$ cat src/rtl/eq_scan_unit_16b_if.sv
// -----------------------------------------------------------------------------
// eq_scan_unit_16b_if
//   Bundles the command, input stream and response signals of the equality
//   scanner so that producer/consumer and scanner connect through one port.
//
//   Command  : start, key, len          (master -> slave), busy (slave -> master)
//   Istream  : istream_val, istream_data (master -> slave), istream_rdy (back)
//   Response : resp_val, found, first_idx, match_cnt (slave -> master),
//              resp_rdy (master -> slave)
// -----------------------------------------------------------------------------
interface eq_scan_unit_16b_if #(
    parameter int LEN_W = 8
);
    logic             start;
    logic [15:0]      key;
    logic [LEN_W-1:0] len;
    logic             busy;

    logic             istream_val;
    logic             istream_rdy;
    logic [15:0]      istream_data;

    logic             resp_val;
    logic             resp_rdy;
    logic             found;
    logic [LEN_W-1:0] first_idx;
    logic [LEN_W-1:0] match_cnt;

    // Driver side: issues commands, produces words, consumes results.
    modport master (
        output start, key, len, istream_val, istream_data, resp_rdy,
        input  busy, istream_rdy, resp_val, found, first_idx, match_cnt
    );

    // Scanner side.
    modport slave (
        input  start, key, len, istream_val, istream_data, resp_rdy,
        output busy, istream_rdy, resp_val, found, first_idx, match_cnt
    );
endinterface

$ cat src/rtl/eq_scan_unit_16b.sv
// -----------------------------------------------------------------------------
// eq_scan_unit_16b
//   Multi-cycle equality scanner. On start (IDLE only) it latches a 16-bit key
//   and a word count, then consumes that many words from a val/rdy stream,
//   comparing each against the key. The result (any match, index of the first
//   match, number of matches) is offered on a val/rdy response channel.
//
//   Ports
//     clk      : rising-edge clock
//     rst      : asynchronous, active-high reset; aborts any scan in flight
//     scan_if  : eq_scan_unit_16b_if.slave (command, input stream, response)
// -----------------------------------------------------------------------------
module eq_scan_unit_16b #(
    parameter int LEN_W = 8
) (
    input  logic                  clk,
    input  logic                  rst,
    eq_scan_unit_16b_if.slave     scan_if
);

    typedef enum logic [1:0] {
        IDLE = 2'd0,
        SCAN = 2'd1,
        DONE = 2'd2
    } state_e;

    state_e           state_q;
    logic [15:0]      key_q;
    logic [LEN_W-1:0] len_q;
    logic [LEN_W-1:0] idx_q;
    logic             found_q;
    logic [LEN_W-1:0] first_idx_q;
    logic [LEN_W-1:0] match_cnt_q;

    logic             xfer;
    logic             eq;
    logic             last_word;
    logic [LEN_W-1:0] idx_d;
    logic [LEN_W-1:0] match_cnt_d;

    // A word moves only while scanning; rdy is a pure decode of the state.
    assign xfer        = (state_q == SCAN) && scan_if.istream_val;
    assign eq          = (scan_if.istream_data == key_q);
    // len_q is never 0 in SCAN, so len_q-1 cannot wrap here.
    assign last_word   = (idx_q == len_q - LEN_W'(1));
    assign idx_d       = idx_q + LEN_W'(1);
    assign match_cnt_d = match_cnt_q + LEN_W'(1);

    always_ff @(posedge clk or posedge rst) begin
        if (rst) begin
            state_q     <= IDLE;
            key_q       <= '0;
            len_q       <= '0;
            idx_q       <= '0;
            found_q     <= 1'b0;
            first_idx_q <= '0;
            match_cnt_q <= '0;
        end else begin
            case (state_q)
                IDLE: begin
                    if (scan_if.start) begin
                        key_q       <= scan_if.key;
                        len_q       <= scan_if.len;
                        idx_q       <= '0;
                        found_q     <= 1'b0;
                        first_idx_q <= '0;
                        match_cnt_q <= '0;
                        // A zero-length scan reports an empty result at once.
                        state_q     <= (scan_if.len != '0) ? SCAN : DONE;
                    end
                end
                SCAN: begin
                    if (xfer) begin
                        if (eq) begin
                            // Only the first hit records its position.
                            if (!found_q) begin
                                first_idx_q <= idx_q;
                            end
                            found_q     <= 1'b1;
                            match_cnt_q <= match_cnt_d;
                        end
                        idx_q <= idx_d;
                        if (last_word) begin
                            state_q <= DONE;
                        end
                    end
                end
                DONE: begin
                    // Result registers are left untouched so they stay
                    // readable until the next start.
                    if (scan_if.resp_rdy) begin
                        state_q <= IDLE;
                    end
                end
                default: state_q <= IDLE;
            endcase
        end
    end

    assign scan_if.busy        = (state_q != IDLE);
    assign scan_if.istream_rdy = (state_q == SCAN);
    assign scan_if.resp_val    = (state_q == DONE);
    assign scan_if.found       = found_q;
    assign scan_if.first_idx   = first_idx_q;
    assign scan_if.match_cnt   = match_cnt_q;

endmodule
$ cat src/flat_wrapper.sv
// flat-port wrapper written by rule: the top's interface ports become plain ports
module eq_scan_unit_16b_flat 
#(
    parameter int LEN_W = 8
)
  (clk, rst, scan_if_start, scan_if_key, scan_if_len, scan_if_istream_val, scan_if_istream_data, scan_if_resp_rdy, scan_if_busy, scan_if_istream_rdy, scan_if_resp_val, scan_if_found, scan_if_first_idx, scan_if_match_cnt);
  eq_scan_unit_16b_if #(.LEN_W(LEN_W)) scan_if_i ();
  input  logic clk;
  input  logic rst;
  input wire logic [$bits(scan_if_i.start)-1:0] scan_if_start;
  input wire logic [$bits(scan_if_i.key)-1:0] scan_if_key;
  input wire logic [$bits(scan_if_i.len)-1:0] scan_if_len;
  input wire logic [$bits(scan_if_i.istream_val)-1:0] scan_if_istream_val;
  input wire logic [$bits(scan_if_i.istream_data)-1:0] scan_if_istream_data;
  input wire logic [$bits(scan_if_i.resp_rdy)-1:0] scan_if_resp_rdy;
  output wire logic [$bits(scan_if_i.busy)-1:0] scan_if_busy;
  output wire logic [$bits(scan_if_i.istream_rdy)-1:0] scan_if_istream_rdy;
  output wire logic [$bits(scan_if_i.resp_val)-1:0] scan_if_resp_val;
  output wire logic [$bits(scan_if_i.found)-1:0] scan_if_found;
  output wire logic [$bits(scan_if_i.first_idx)-1:0] scan_if_first_idx;
  output wire logic [$bits(scan_if_i.match_cnt)-1:0] scan_if_match_cnt;
  assign scan_if_i.start = scan_if_start;
  assign scan_if_i.key = scan_if_key;
  assign scan_if_i.len = scan_if_len;
  assign scan_if_i.istream_val = scan_if_istream_val;
  assign scan_if_i.istream_data = scan_if_istream_data;
  assign scan_if_i.resp_rdy = scan_if_resp_rdy;
  assign scan_if_busy = scan_if_i.busy;
  assign scan_if_istream_rdy = scan_if_i.istream_rdy;
  assign scan_if_resp_val = scan_if_i.resp_val;
  assign scan_if_found = scan_if_i.found;
  assign scan_if_first_idx = scan_if_i.first_idx;
  assign scan_if_match_cnt = scan_if_i.match_cnt;
  eq_scan_unit_16b #(.LEN_W(LEN_W)) u_core (.clk(clk), .rst(rst), .scan_if(scan_if_i));
endmodule
$ cat config.mk
export PLATFORM = sky130hd
export DESIGN_NAME = eq_scan_unit_16b_flat
export DESIGN_NICKNAME = d
export VERILOG_FILES = /design/src/rtl/eq_scan_unit_16b_if.sv /design/src/rtl/eq_scan_unit_16b.sv /design/src/flat_wrapper.sv
export SDC_FILE = /design/constraint.sdc
export NUM_CORES = 1
export LEC_CHECK = 0
export ABC_AREA = 1
export CORE_ASPECT_RATIO = 0.75
export CORE_MARGIN = 8
export CORE_UTILIZATION = 30
export CTS_BUF_LIST = sky130_fd_sc_hd__clkbuf_4 sky130_fd_sc_hd__clkbuf_8
export CTS_CLUSTER_SIZE = 8
export DETAILED_ROUTE_END_ITERATION = 16
export DONT_BUFFER_PORTS = 1
export SETUP_SLACK_MARGIN = 0.05
export SLEW_MARGIN = 20
export SYNTH_ARGS = -nofsm -noshare
export SYNTH_HDL_FRONTEND = slang
export SYNTH_SLANG_ARGS = --single-unit
$ cat constraint.sdc
create_clock -name clk -period 4.1 [get_ports clk]
set_clock_uncertainty 0.05 [all_clocks]
set_input_delay 0.615 -clock clk [delete_from_list [all_inputs] [get_ports clk]]
set_output_delay 0.615 -clock clk [all_outputs]
set_load 0.01 [all_outputs]
# Yosys cells after proc, flatten, opt, wreduce, memory -nomap -nowiden
# Index checks and enable logic that the tools add are counted.
# totals
regBits,51
inputBits,45
word_cells,50
# classes
addsub,3
n_eq_ne,10
muxes,20
reduce_logical,10
# ops
op,count
8-bit 2-to-1 mux,7
8-bit one-hot mux with 2 select lines,3
8-bit by 1-bit adder with 8-bit output (second input constant),2
16-bit equality test,1
2-bit 2-to-1 mux,5
8-bit equality test,1
4-bit AND reduction,2
8-bit nonzero test,1
8-bit by 1-bit subtractor with 8-bit output (second input constant),1
2-bit by 1-bit != test with 1-bit output (second input constant),3
2-bit != test (second input constant),3
2-bit one-hot mux with 3 select lines,1
5-bit AND reduction,1
2-bit nonzero test,2
1-bit 2-to-1 mux,3
3-bit AND reduction,1
2-bit by 1-bit equality test with 1-bit output (second input constant),1
2-bit equality test (second input constant),1
2-bit zero test,1
1-bit one-hot mux with 2 select lines,1
2-bit AND reduction,1
1-bit logical AND,1

# Logic depth before layout (Yosys ltp)
# depth
depth_word,5
ltp_mapped,14
ltp_nobuf,14

# Worst setup path before layout
# OpenSTA, ideal clock, no wires.
# synth_path
path_type,in2reg
start,input scan_if_istream_data[0]
end,register u_core.first_idx_q[7] (netlist: u_core.scan_if.first_idx[7])
t_arrival_ns,1.502
required_ns,3.932
setup_slack_ns,2.430
path_stages,9
path_cell_list,or2_0 > a21oi_1 > nand2_1 > nor2_1 > nand2_1 > nand2_1 > nand3_2 > nand2_1 > nand2_1
# synth_between
elab_chain_len,3
# synth_rtl
element,line,text
from (decl),flat_wrapper.sv:14,input wire logic [$bits(scan_if_i.istream_data)-1:0] scan_if_istream_data;
16-bit equality test,eq_scan_unit_16b.sv:43,assign eq = (scan_if.istream_data == key_q);
2-bit by 1-bit != test with 1-bit output (no source line),n/a,
5-bit AND reduction (no source line),n/a,
to (signal assigned),eq_scan_unit_16b.sv:77,first_idx_q <= idx_q;
to (decl),eq_scan_unit_16b.sv:32,logic [LEN_W-1:0] first_idx_q;
# No other way between the ends.
# A chain may end at the register's enable or synchronous reset.

# Final worst setup path
# layout_path
start,register u_core.state_q[0]
end,register u_core.key_q[3]
# layout_between
elab_chain_len,2
# layout_rtl
element,line,text
from (decl),eq_scan_unit_16b.sv:27,state_e state_q;
from (signal assigned),eq_scan_unit_16b.sv:69,state_q <= (scan_if.len != '0) ? SCAN : DONE;
2-bit zero test,eq_scan_unit_16b.sv:59,case (state_q)
2-bit AND reduction (no source line),n/a,
to (signal assigned),eq_scan_unit_16b.sv:62,key_q <= scan_if.key;
to (decl),eq_scan_unit_16b.sv:28,logic [15:0] key_q;
# No other way between the ends.

==> results_tabular.tex <==
\begin{tabular}{lr}
\hline
Metric & Value \\
\hline
\multicolumn{2}{l}{\textbf{Cells and area}} \\
\quad Leading cell type in the layout, fill and taps excluded & sky130\_fd\_sc\_hd\_\_nand2\_1 \\
\quad Fraction of layout cells with a size suffix above 1 & 6.877\% \\
\quad Number of nets in the layout & 396 \\
\quad Most frequent cells in the layout & sky130\_fd\_sc\_hd\_\_nand2\_1, sky130\_fd\_sc\_hd\_\_dfrtp\_1, sky130\_fd\_sc\_hd\_\_inv\_1, sky130\_fd\_sc\_hd\_\_nor2\_1, sky130\_fd\_sc\_hd\_\_o21ai\_0 \\
\quad Number of diodes added for antenna fixing & 0 \\
\quad Area overhead of the layout relative to synthesis & 6.615\% \\
\multicolumn{2}{l}{\textbf{Placed design}} \\
\quad Placed wire-length estimate after detailed placement & $\sim$5000 um \\
\quad Worst slack at placement & 1.918 ns \\
\quad Number of buffers inserted by port buffering & 0 \\
\quad Final weighted congestion in routability-driven placement & 0.8040 \\
\multicolumn{2}{l}{\textbf{Detailed routing}} \\
\quad Routed Wire Length & 6567 um \\
\quad Via-per-instance ratio & 4.746 \\
\quad Drt first-iter violations & 129 \\
\quad Via count of the routed design & 2188 \\
\quad WL/cell & 14.25 um \\
\quad Pre-antenna DRT Iters & 4 \\
\quad DRC violation count after routing & 0 \\
\quad Antenna Violating Nets Remaining & 0 \\
\multicolumn{2}{l}{\textbf{Yosys}} \\
\quad Synth warn & 0 \\
\quad Count of state elements after synthesis & $\sim$50 \\
\quad Mapped Area & 0.002724 sq mm \\
\quad Cells after Synth & between 300 and 400 \\
\quad Portion of the post-synthesis area used by sequential elements & 46.85\% \\
\quad Unique masters post-synth & 30 \\
\quad Syn Nets & 397 \\
\quad Avg Cell Area, Syn & 7.805 sq um \\
\multicolumn{2}{l}{\textbf{Global route}} \\
\quad Grt total ovfl & 0 \\
\quad Antenna violations before repair & 0 \\
\quad Overall fraction of global-route tracks in use & 10.95\% \\
\quad First-pass GRT wire length & about 11000 um \\
\quad Via count of the first global-routing pass & 2144 \\
\quad Largest net degree at the start of global routing & 52 \\
\multicolumn{2}{l}{\textbf{Floorplan}} \\
\quad Row Count & 30 \\
\quad Core outline area & 0.008934 sq mm \\
\quad Vertical die dimension & 98.52 um \\
\quad Initial standard-cell utilization of the core & a little under a third \\
\quad Die area & 0.01242 sq mm \\
\quad I/O pin cnt & 65 \\
\quad Die width & 126.0 um \\
\multicolumn{2}{l}{\textbf{Setup path}} \\
\quad Critical path required time & 4.26 ns \\
\quad Worst Reg2Reg Path Length in Cells & 4 \\
\quad Slowest-stage cell, CP & sky130\_fd\_sc\_hd\_\_clkinv\_1 \\
\quad Reg2reg setup slack & 2.02 ns \\
\quad Critical-path maximum fanout & 28 \\
\quad Arrival @ worst endpoint & around 2.2 ns \\
\quad Worst r2r dst & u\_core.key\_q[3]\$\_DFFE\_PP0P\_ \\
\quad Stage delay of the slowest cell on the critical path & about 0.7 ns \\
\quad Capturing element type of the critical path & flop \\
\quad Crit Path Class & flop to flop \\
\quad Category of the worst setup path launch point & flop \\
\quad CP Capture Point & u\_core.key\_q[3]\$\_DFFE\_PP0P\_ \\
\quad Setup crit start & u\_core.state\_q[0]\$\_DFFE\_PP0P\_ \\
\quad Ordered list of cells on the worst path & nor2\_2, nand2\_4, clkinv\_1, o21ai\_0 \\
\quad Reg2Reg Launch Point & u\_core.state\_q[0]\$\_DFFE\_PP0P\_ \\
\multicolumn{2}{l}{\textbf{Run}} \\
\quad Max-capacitance violation count & 0 \\
\multicolumn{2}{l}{\textbf{Pwr}} \\
\quad Power Dens Cells & 583.6 mW/mm\^{}2 \\
\quad Portion of total power attributed to combinational logic & between 30\% and 40\% \\
\quad Switching power share of the total & 41.11\% \\
\quad Pint & 0.9980 mW \\
\quad Power spent charging and discharging nets & 0.6967 mW \\
\quad Sequential cell fraction of total power & 44.3\% \\
\quad VDD IR-drop max & 0.0003091 V \\
\quad Static Leak & around 1.4 nW \\
\quad Share of total power in the clock network & 17.5\% \\
\multicolumn{2}{l}{\textbf{Clock network}} \\
\quad Number of clock sinks seen by CTS & 51 \\
\quad Count of buffers added by post-CTS timing repair for setup & 0 \\
\quad Clock-pin slew of the registers on the worst-case setup and hold paths & roughly 0.1 ns \\
\quad Clk buf depth & 2 \\
\quad Clk\_lat worst skew & between 0.3 and 0.4 ns \\
\quad Master cell of the clock root buffer & sky130\_fd\_sc\_hd\_\_clkbuf\_8 \\
\quad Gates resized, CTS repair & 0 \\
\quad Number of buffers inserted for hold repair after clock tree synthesis & 0 \\
\quad Number of buffers added by the clock tree synthesis step & 5 \\
\quad Deepest level of the CTS H-tree & 2 \\
\quad Clock tree from TritonCTS & done \\
\multicolumn{2}{l}{\textbf{STA}} \\
\quad Setup repair after global routing missed its margin & false \\
\quad Final min period & 2.082 ns \\
\quad Maximum achievable frequency & 480.3 MHz \\
\quad Remaining max-slew budget at the tightest pin & 40.02\% \\
\quad Number of max-slew violations in the final report & 0 \\
\quad Worst slew pin tran & between 0.8 and 0.9 ns \\
\quad Final hold violation count & 0 \\
\quad Setup-violating endpoint count in the final report & 0 \\
\quad Min setup slack post-route & 2.018 ns \\
\quad Total Neg Setup Slack & 0 ns \\
\quad Tcrit/Tclk final & between 50\% and 60\% \\
\multicolumn{2}{l}{\textbf{Min path}} \\
\quad Worst min-delay path class & input pin to async pin \\
\multicolumn{2}{l}{\textbf{Status}} \\
\quad Result of the run & finished, final reports clean \\
\hline
\end{tabular}
-- how the worst min path moves through the flow --
| stage | from | endpoint | slack [ns] | depth (start not counted) |
|---|---|---|---|---|
| after detailed placement | u_core.key_q[11]$_DFFE_PP0P_ | u_core.key_q[11]$_DFFE_PP0P_ | 0.44 | 2 |
| after CTS | scan_if_key[12] | u_core.key_q[12]$_DFFE_PP0P_ | 0.35 | 2 |
| after global routing | scan_if_key[9] | u_core.key_q[9]$_DFFE_PP0P_ | 0.35 | 2 |
| after floorplan | u_core.key_q[0]$_DFFE_PP0P_ | u_core.key_q[0]$_DFFE_PP0P_ | 0.41 | 2 |
| final | rst | u_core.len_q[7]$_DFFE_PP0P_ | 0.28 | 1 |
| after global placement | u_core.key_q[0]$_DFFE_PP0P_ | u_core.key_q[0]$_DFFE_PP0P_ | 0.43 | 2 |
-- logic make-up (layout without fill, tap and decap cells) --
family	count (synthesis)	after routing	synth area share [%]
buf+inv	38	38	5.971
fa+ha+maj	3	3	1.378
simple gates	203	203	32.94
compound gates	33	33	6.109
xor+xnor	21	21	6.753
flops	51	51	46.85
-- through the flow --
stage | hold WS [ns] | instance area [sq um] | power (mW) | utilization (%) | instances
after floorplan | 0.4133 | 2724 | 1.286 | - | 349
after global placement | 0.4323 | 2814 | 1.397 | 31.50 | 453
after detailed placement | 0.4363 | 2814 | 1.410 | 31.50 | 453
after CTS | 0.3476 | 2903 | 1.711 | 32.49 | 461
after global routing | 0.3470 | 2904 | 1.859 | 32.51 | 461
final | 0.2819 | 2904 | 1.695 | 32.51 | 461
-- critical path: cells and delay by family (launching register included) --
| family | cells | cell delay (ns) |
|---|---|---|
| buf+inv | 1 | 0.68 |
| flops | 1 | 0.51 |
| compound gates | 1 | 0.37 |
| simple gates | 2 | 0.36 |
-- layout make-up --
type	count	area (sq um)
Fill cell	938	6030
Multi-Input combinational cell	260	1285
Tap cell	112	140.1
Sequential cell	51	1276
Clock buffer	6	76.32
Inverter	30	113.9
Clock inverter	2	12.51
-- sequential cells by signal, summed over array words and instances, names as in the netlist --
signal and flops:
u_core.scan_if.found 1, u_core.len_q 8, u_core.idx_q 8, u_core.key_q 16, u_core.scan_if.first_idx 8, u_core.scan_if.match_cnt 8, u_core.state_q 2
-- power by group through the flow --
stage	Sequential, mW	Clock [mW]	Combinational [mW]
global placement	0.758	0	0.639
floorplan	0.726	0	0.560
detailed placement	0.758	0	0.652
finish	0.752	0.296	0.647
global route	0.770	0.327	0.763
CTS	0.751	0.306	0.654
-- per-layer routing --
layer	global-route usage, %	share of wire (%)
met2	16.11	43
met5	0	0
met3	3.830	6.2
met4	3.041	1.1
met1	14.80	50
-- Yosys cell counts (all sizes together) --
cell type | number | share of area [%]
a21oi | 9 | 1.7
and2 | 1 | 0.23
and3 | 1 | 0.23
buf | 5 | 1.4
clkbuf | 3 | 0.46
clkinv | 1 | 0.14
dfrtp | 51 | 47
ha | 3 | 1.4
inv | 29 | 4.0
nand2 | 133 | 19
nand3 | 17 | 3.3
nand4 | 14 | 3.2
nor2 | 27 | 4.5
nor3 | 7 | 1.3
nor4 | 1 | 0.23
o21ai | 23 | 4.2
o22ai | 1 | 0.23
or2 | 2 | 0.46
xnor2 | 14 | 4.5
xor2 | 7 | 2.3
(Power assumes the default switching activity.)
